### config.mk
export PLATFORM = sky130hd
export DESIGN_NAME = fetch_unit
export DESIGN_NICKNAME = d
export VERILOG_FILES = /design/src/rtl/fetch_unit.sv
export SDC_FILE = /design/constraint.sdc
export NUM_CORES = 1
export LEC_CHECK = 0
export CAP_MARGIN = 30
export CELL_PAD_IN_SITES_DETAIL_PLACEMENT = 1
export CELL_PAD_IN_SITES_GLOBAL_PLACEMENT = 2
export CORE_UTILIZATION = 29
export CTS_BUF_LIST = sky130_fd_sc_hd__clkbuf_2
export DETAILED_ROUTE_END_ITERATION = 8
export GPL_ROUTABILITY_DRIVEN = 0
export HOLD_SLACK_MARGIN = 0.05
export PLACE_DENSITY = 0.81
export RECOVER_POWER = 25
export SLEW_MARGIN = 5
export SYNTH_ARGS = -nofsm -noshare
export SYNTH_HDL_FRONTEND = slang
export SYNTH_SLANG_ARGS = --single-unit
### constraint.sdc
create_clock -name clk -period 2.11 [get_ports clk]
set_clock_uncertainty 0.05 [all_clocks]
set_input_delay 0.633 -clock clk [delete_from_list [all_inputs] [get_ports clk]]
set_output_delay 0.633 -clock clk [all_outputs]
set_load 0.02 [all_outputs]
### src/rtl/fetch_unit.sv
// fetch_unit: single-outstanding instruction fetch engine.
//
// Issues one instruction-memory read per enfetch strobe, waits for imem_ack
// (bounded by TIMEOUT cycles), loads the instruction register and advances
// the PC by one or to a branch target. A fetch that times out loads NOP and
// sets the sticky fetch_err flag.
//
// Handshake: a request is outstanding while imem_req=1. imem_req and
// imem_addr are registered and held stable until the cycle after the memory
// answers with imem_ack=1 (or the timeout fires). imem_ack/imem_rdata are
// looked at only while a request is outstanding; in any other cycle they are
// ignored.
//
// Ports:
//   clk, rst       clock, synchronous active-high reset
//   enfetch        one-cycle fetch strobe (ignored while a fetch is outstanding)
//   br_taken       redirect request, qualifies br_target
//   br_target      redirect address
//   imem_req       read request to instruction memory
//   imem_addr      read address
//   imem_ack       read data valid
//   imem_rdata     read data
//   ir, ir_valid   instruction register and its valid flag
//   pc             address of the next instruction to fetch
//   stall          high while a fetch is outstanding (this is the FSM state)
//   fetch_err      sticky timeout flag, cleared only by rst
module fetch_unit #(
  parameter int unsigned       ADDR_W   = 8,
  parameter logic [ADDR_W-1:0] RESET_PC = '0,
  parameter int unsigned       TIMEOUT  = 15,
  parameter logic [15:0]       NOP      = 16'h0000
) (
  input  logic              clk,
  input  logic              rst,
  input  logic              enfetch,
  input  logic              br_taken,
  input  logic [ADDR_W-1:0] br_target,
  output logic              imem_req,
  output logic [ADDR_W-1:0] imem_addr,
  input  logic              imem_ack,
  input  logic [15:0]       imem_rdata,
  output logic [15:0]       ir,
  output logic              ir_valid,
  output logic [ADDR_W-1:0] pc,
  output logic              stall,
  output logic              fetch_err
);

  typedef enum logic {
    S_IDLE = 1'b0,
    S_WAIT = 1'b1
  } state_t;

  // Counter value on the last WAIT cycle before the timeout fires.
  localparam logic [7:0] CNT_LAST = 8'(TIMEOUT - 1);

  state_t            state, state_d;
  logic [7:0]        cnt, cnt_d;
  logic              pend_valid, pend_valid_d;
  logic [ADDR_W-1:0] pend_target, pend_target_d;
  logic [ADDR_W-1:0] pc_d, addr_d;
  logic [15:0]       ir_d;
  logic              ir_valid_d, req_d, err_d;

  assign stall = (state == S_WAIT);

  always_comb begin
    state_d       = state;
    cnt_d         = cnt;
    pend_valid_d  = pend_valid;
    pend_target_d = pend_target;
    pc_d          = pc;
    addr_d        = imem_addr;
    ir_d          = ir;
    ir_valid_d    = ir_valid;
    req_d         = imem_req;
    err_d         = fetch_err;

    case (state)
      S_IDLE: begin
        if (br_taken) pc_d = br_target;
        if (enfetch) begin
          state_d    = S_WAIT;
          req_d      = 1'b1;
          addr_d     = pc;
          ir_valid_d = 1'b0;
          cnt_d      = 8'd0;
          // The fetch goes out at the old pc; remembering the target as a
          // pending redirect keeps completion from incrementing past it.
          if (br_taken) begin
            pend_valid_d  = 1'b1;
            pend_target_d = br_target;
          end
        end
      end

      S_WAIT: begin
        if (imem_ack || (cnt == CNT_LAST)) begin
          // Completion; an ack on the last counted cycle still wins.
          state_d      = S_IDLE;
          req_d        = 1'b0;
          ir_valid_d   = 1'b1;
          pend_valid_d = 1'b0;
          if (imem_ack) begin
            ir_d = imem_rdata;
          end else begin
            ir_d  = NOP;
            err_d = 1'b1;
          end
          // A live redirect beats the pending one.
          if (br_taken)        pc_d = br_target;
          else if (pend_valid) pc_d = pend_target;
          else                 pc_d = pc + ADDR_W'(1);
        end else begin
          cnt_d = cnt + 8'd1;
          if (br_taken) begin
            pend_valid_d  = 1'b1;
            pend_target_d = br_target;
          end
        end
      end

      default: state_d = S_IDLE;
    endcase
  end

  always_ff @(posedge clk) begin
    if (rst) begin
      state       <= S_IDLE;
      cnt         <= 8'd0;
      pend_valid  <= 1'b0;
      pend_target <= '0;
      pc          <= RESET_PC;
      imem_addr   <= '0;
      imem_req    <= 1'b0;
      ir          <= 16'h0000;
      ir_valid    <= 1'b0;
      fetch_err   <= 1'b0;
    end else begin
      state       <= state_d;
      cnt         <= cnt_d;
      pend_valid  <= pend_valid_d;
      pend_target <= pend_target_d;
      pc          <= pc_d;
      imem_addr   <= addr_d;
      imem_req    <= req_d;
      ir          <= ir_d;
      ir_valid    <= ir_valid_d;
      fetch_err   <= err_d;
    end
  end

endmodule

==> qor.csv <==
stage,metric,value,unit
setup_path,CP peak stage delay,0.46,ns
synth,Post-Synthesis Cells,229,
power,PD cells,613,nW/um2
clocking,CTS H-tree depth,2,
setup_path,Worst R2R Setup Slack,0.17,ns
finish,Nets,343,
synth,syn_nets,261,
clocking,CTS Buf Count,5,
sta,slew margin rel.,64.0,%
sta,FMAX,0.514,GHz
finish,layout cells sized above 1,11.9,%
placed_design,Port Buf Inserts,64,
finish,antenna diode count,0,
die,die height,88.8,um
finish,# fillers,844,
sta,fin crit period,1.95,ns
sta,# setup viols final,0,
placed_design,detailed-placement wirelength estimate,4450,um
setup_path,"Max stage delay cell, worst path",dfxtp_4,
detailed_routing,Final ANT Viol Nets,0,
grt,global-route usage over all layers,15.8,%
detailed_routing,vias per cell,4.79,
clocking,Setup Buffers After CTS,0,
setup_path,Worst Path Arrival,1.26,ns
setup_path,CP Capture Type,primary output,
sta,Final Max Tran Viols,0,
setup_path,Levels on crit path,1,
setup_path,critical path type,flip-flop to primary output,
sta,worst slew pin tran,0.534,ns
die,die area,7890,um2
power,VDD IR-drop max,205,uV
synth,area share of the largest cell type after synthesis,48.5,%
synth,"EDFF count, synth",0,
sta,setup TNS,0,ns
setup_path,Bufs and invs on worst path,1,
synth,Post-synth top flop,dfxtp_1,
grt,first-pass GRT wire length,9630,um
finish,storage element area,1070,um2
die,I/O pin count,65,
detailed_routing,WL per Instance,14.5,um
die,initial core utilization,30.1,%
synth,synth unique cells,35,
clocking,deepest clock path buffer count,2,
finish,Final Non-Filler Cells,411,
synth,YS warnings,0,
setup_path,crit-path max FO,5,
power,LEAKAGE,1.32,nW
setup_path,Setup crit end,pc[6],
setup_path,reg-to-reg endpoint,pc[7],
finish,"commonest non-fill, non-tap cell in the layout",dfxtp_1,
die,core region area,7250,um2
detailed_routing,DRT iter0 DRCs,59,
grt,initial antenna violation count,0,
placed_design,placed cell count,402,
die,Rows,31,
setup_path,Startpoint Class,flip-flop,
sta,Final period util,92.2,%
synth,Yosys reg bits,53,
synth,synthesized area,2190,um2
hold_path,worst hold path class,flip-flop to flip-flop,
finish,area occupied by multi-input gates,1050,um2
setup_path,CP Launch Point,pc[6],
clocking,later-pin clock latency in the skew report,0.46,ns
clocking,clock slew at reported path FFs,0.31,ns
setup_path,cell count of the worst reg-to-reg path,7,
synth,mean area per synthesized cell,9.55,um2
finish,Area growth syn-to-layout,39.8,%
sta,Fin. Hold Viols,0,
detailed_routing,Vias,1968,
clocking,root buffer cell,clkbuf_2,
setup_path,CP top delay family,flip-flops,
detailed_routing,Pre-antenna DRT Iters,4,
die,Die X-Extent,88.8,um
clocking,TritonCTS Sinks,53,
grt,grt ovf,0,
grt,largest net degree at the start of global routing,32,
setup_path,worst endpoint required time,1.43,ns
synth,register area share after synthesis,48.5,%
job,max cap viols,0,
setup_path,cells along the critical path,dlygate4sd2_1,
detailed_routing,final WL,5970,um
status,outcome,"complete, no violations",
synth,ys async rst share,0,%
synth,main area contributors after synthesis,"dfxtp_1 (49%), a22o_1 (6.4%), mux2i_1 (4.6%)",
setup_path,reg2reg start,cnt[0],
finish,most frequent cells in the layout,"dfxtp_1 (50), dlygate4sd2_1 (36), clkdlybuf4s50_1 (26), nand2_1 (24), nor2_1 (24)",
clocking,CTS tree,yes,
sta,RSZ-0062 raised after global routing,false,
detailed_routing,DRC,0,
grt,vias in the first global route,1953,
synth,leading area contributor after synthesis,dfxtp_1,
[layer usage]
layer,track usage [%],wire (um),share of wire [%],vias to the layer above
li1,-,-,-,974
met1,20.7,2800,47,939
met2,26.6,2840,48,51
met5,0,0,0,-
met4,3.96,46,0.77,0
met3,3.26,289,4.8,4
[timing repair]
item | CTS | global route
gates resized for setup | 40 | 0
hold buffers | 0 | 0
endpoints found under the setup margin | 36 | 0
[layout make-up]
class	count	area share [%]
sequential	53	34.9
multi-input combinational	162	34.5
timing repair buffer	86	24.5
tap	99	4.05
clock buffer	5	0.819
clock inverter	3	0.819
inverter	3	0.368
[how the worst min path moves through the flow]
| stage | start | end | slack, ns | cells after the start |
|---|---|---|---|---|
| 2_1_floorplan | pend_target[5] | pend_target[5] | 0.41 | 2 |
| 3_3_place_gp | imem_addr[6] | imem_addr[6] | 0.39 | 2 |
| 3_5_place_dp | imem_addr[7] | imem_addr[7] | 0.41 | 2 |
| 4_1_cts | imem_addr[7] | imem_addr[7] | 0.43 | 2 |
| 5_1_grt | imem_addr[3] | imem_addr[3] | 0.45 | 2 |
| 6_report | imem_addr[3] | imem_addr[3] | 0.43 | 2 |
[report_power, final]
part / switching (mW) / leakage [nW] / internal, mW
clock network: 0.353 / 0.0296 / 0.0885
registers: 0.0313 / 0.433 / 1.05
logic: 0.187 / 0.859 / 0.164
[tightest hold or removal path, stage by stage, from the launching register on]
cell and delay (ns):
dfxtp_1 0.37, nand2_1 0.05, a21oi_1 0.05
[cell families after synthesis]
family,Yosys count,synth area share [%]
compound gates,64,20.8
xor+xnor,12,4.81
fa+ha+maj,3,1.72
buf+inv,14,3.21
flops,53,48.5
mux,10,4.58
simple gates,73,16.4
[cells in the mapped netlist, types with 2 or more instances]
cell       count
a211o_1        2
a211oi_1       5
a21o_1         2
a21oi_1       17
a22o_1        16
a22oi_1        2
a32oi_1        2
and3_1         3
buf_2          2
buf_6          2
clkbuf_1       7
dfxtp_1       53
ha_1           3
inv_1          3
mux2i_1       10
nand2_1       24
nand2b_1       4
nand3_1       10
nor2_1        24
nor2_4         2
nor2b_1        2
o2111ai_1      2
o211ai_1       3
o21ai_0        8
xor2_1        11
[metrics by stage]
stage	area, um2	hold WS, ns	util [%]	worst slack, ns	total power [mW]
after global placement	3060	0.395	42.2	-0.181	1.48
final	3060	0.427	42.1	0.165	1.87
after floorplan	2190	0.408	-	0.428	1.28
after CTS	3070	0.431	42.4	0.124	1.91
after global routing	3060	0.450	42.1	0.0129	1.98
after detailed placement	3060	0.406	42.2	-0.242	1.49
[registers in the layout (all words and copies together) (netlist names), 8 cells and up]
signal and count:
ir 16, cnt 8, imem_addr 8, pc 8, pend_target 8
(Power assumes the default switching activity.)
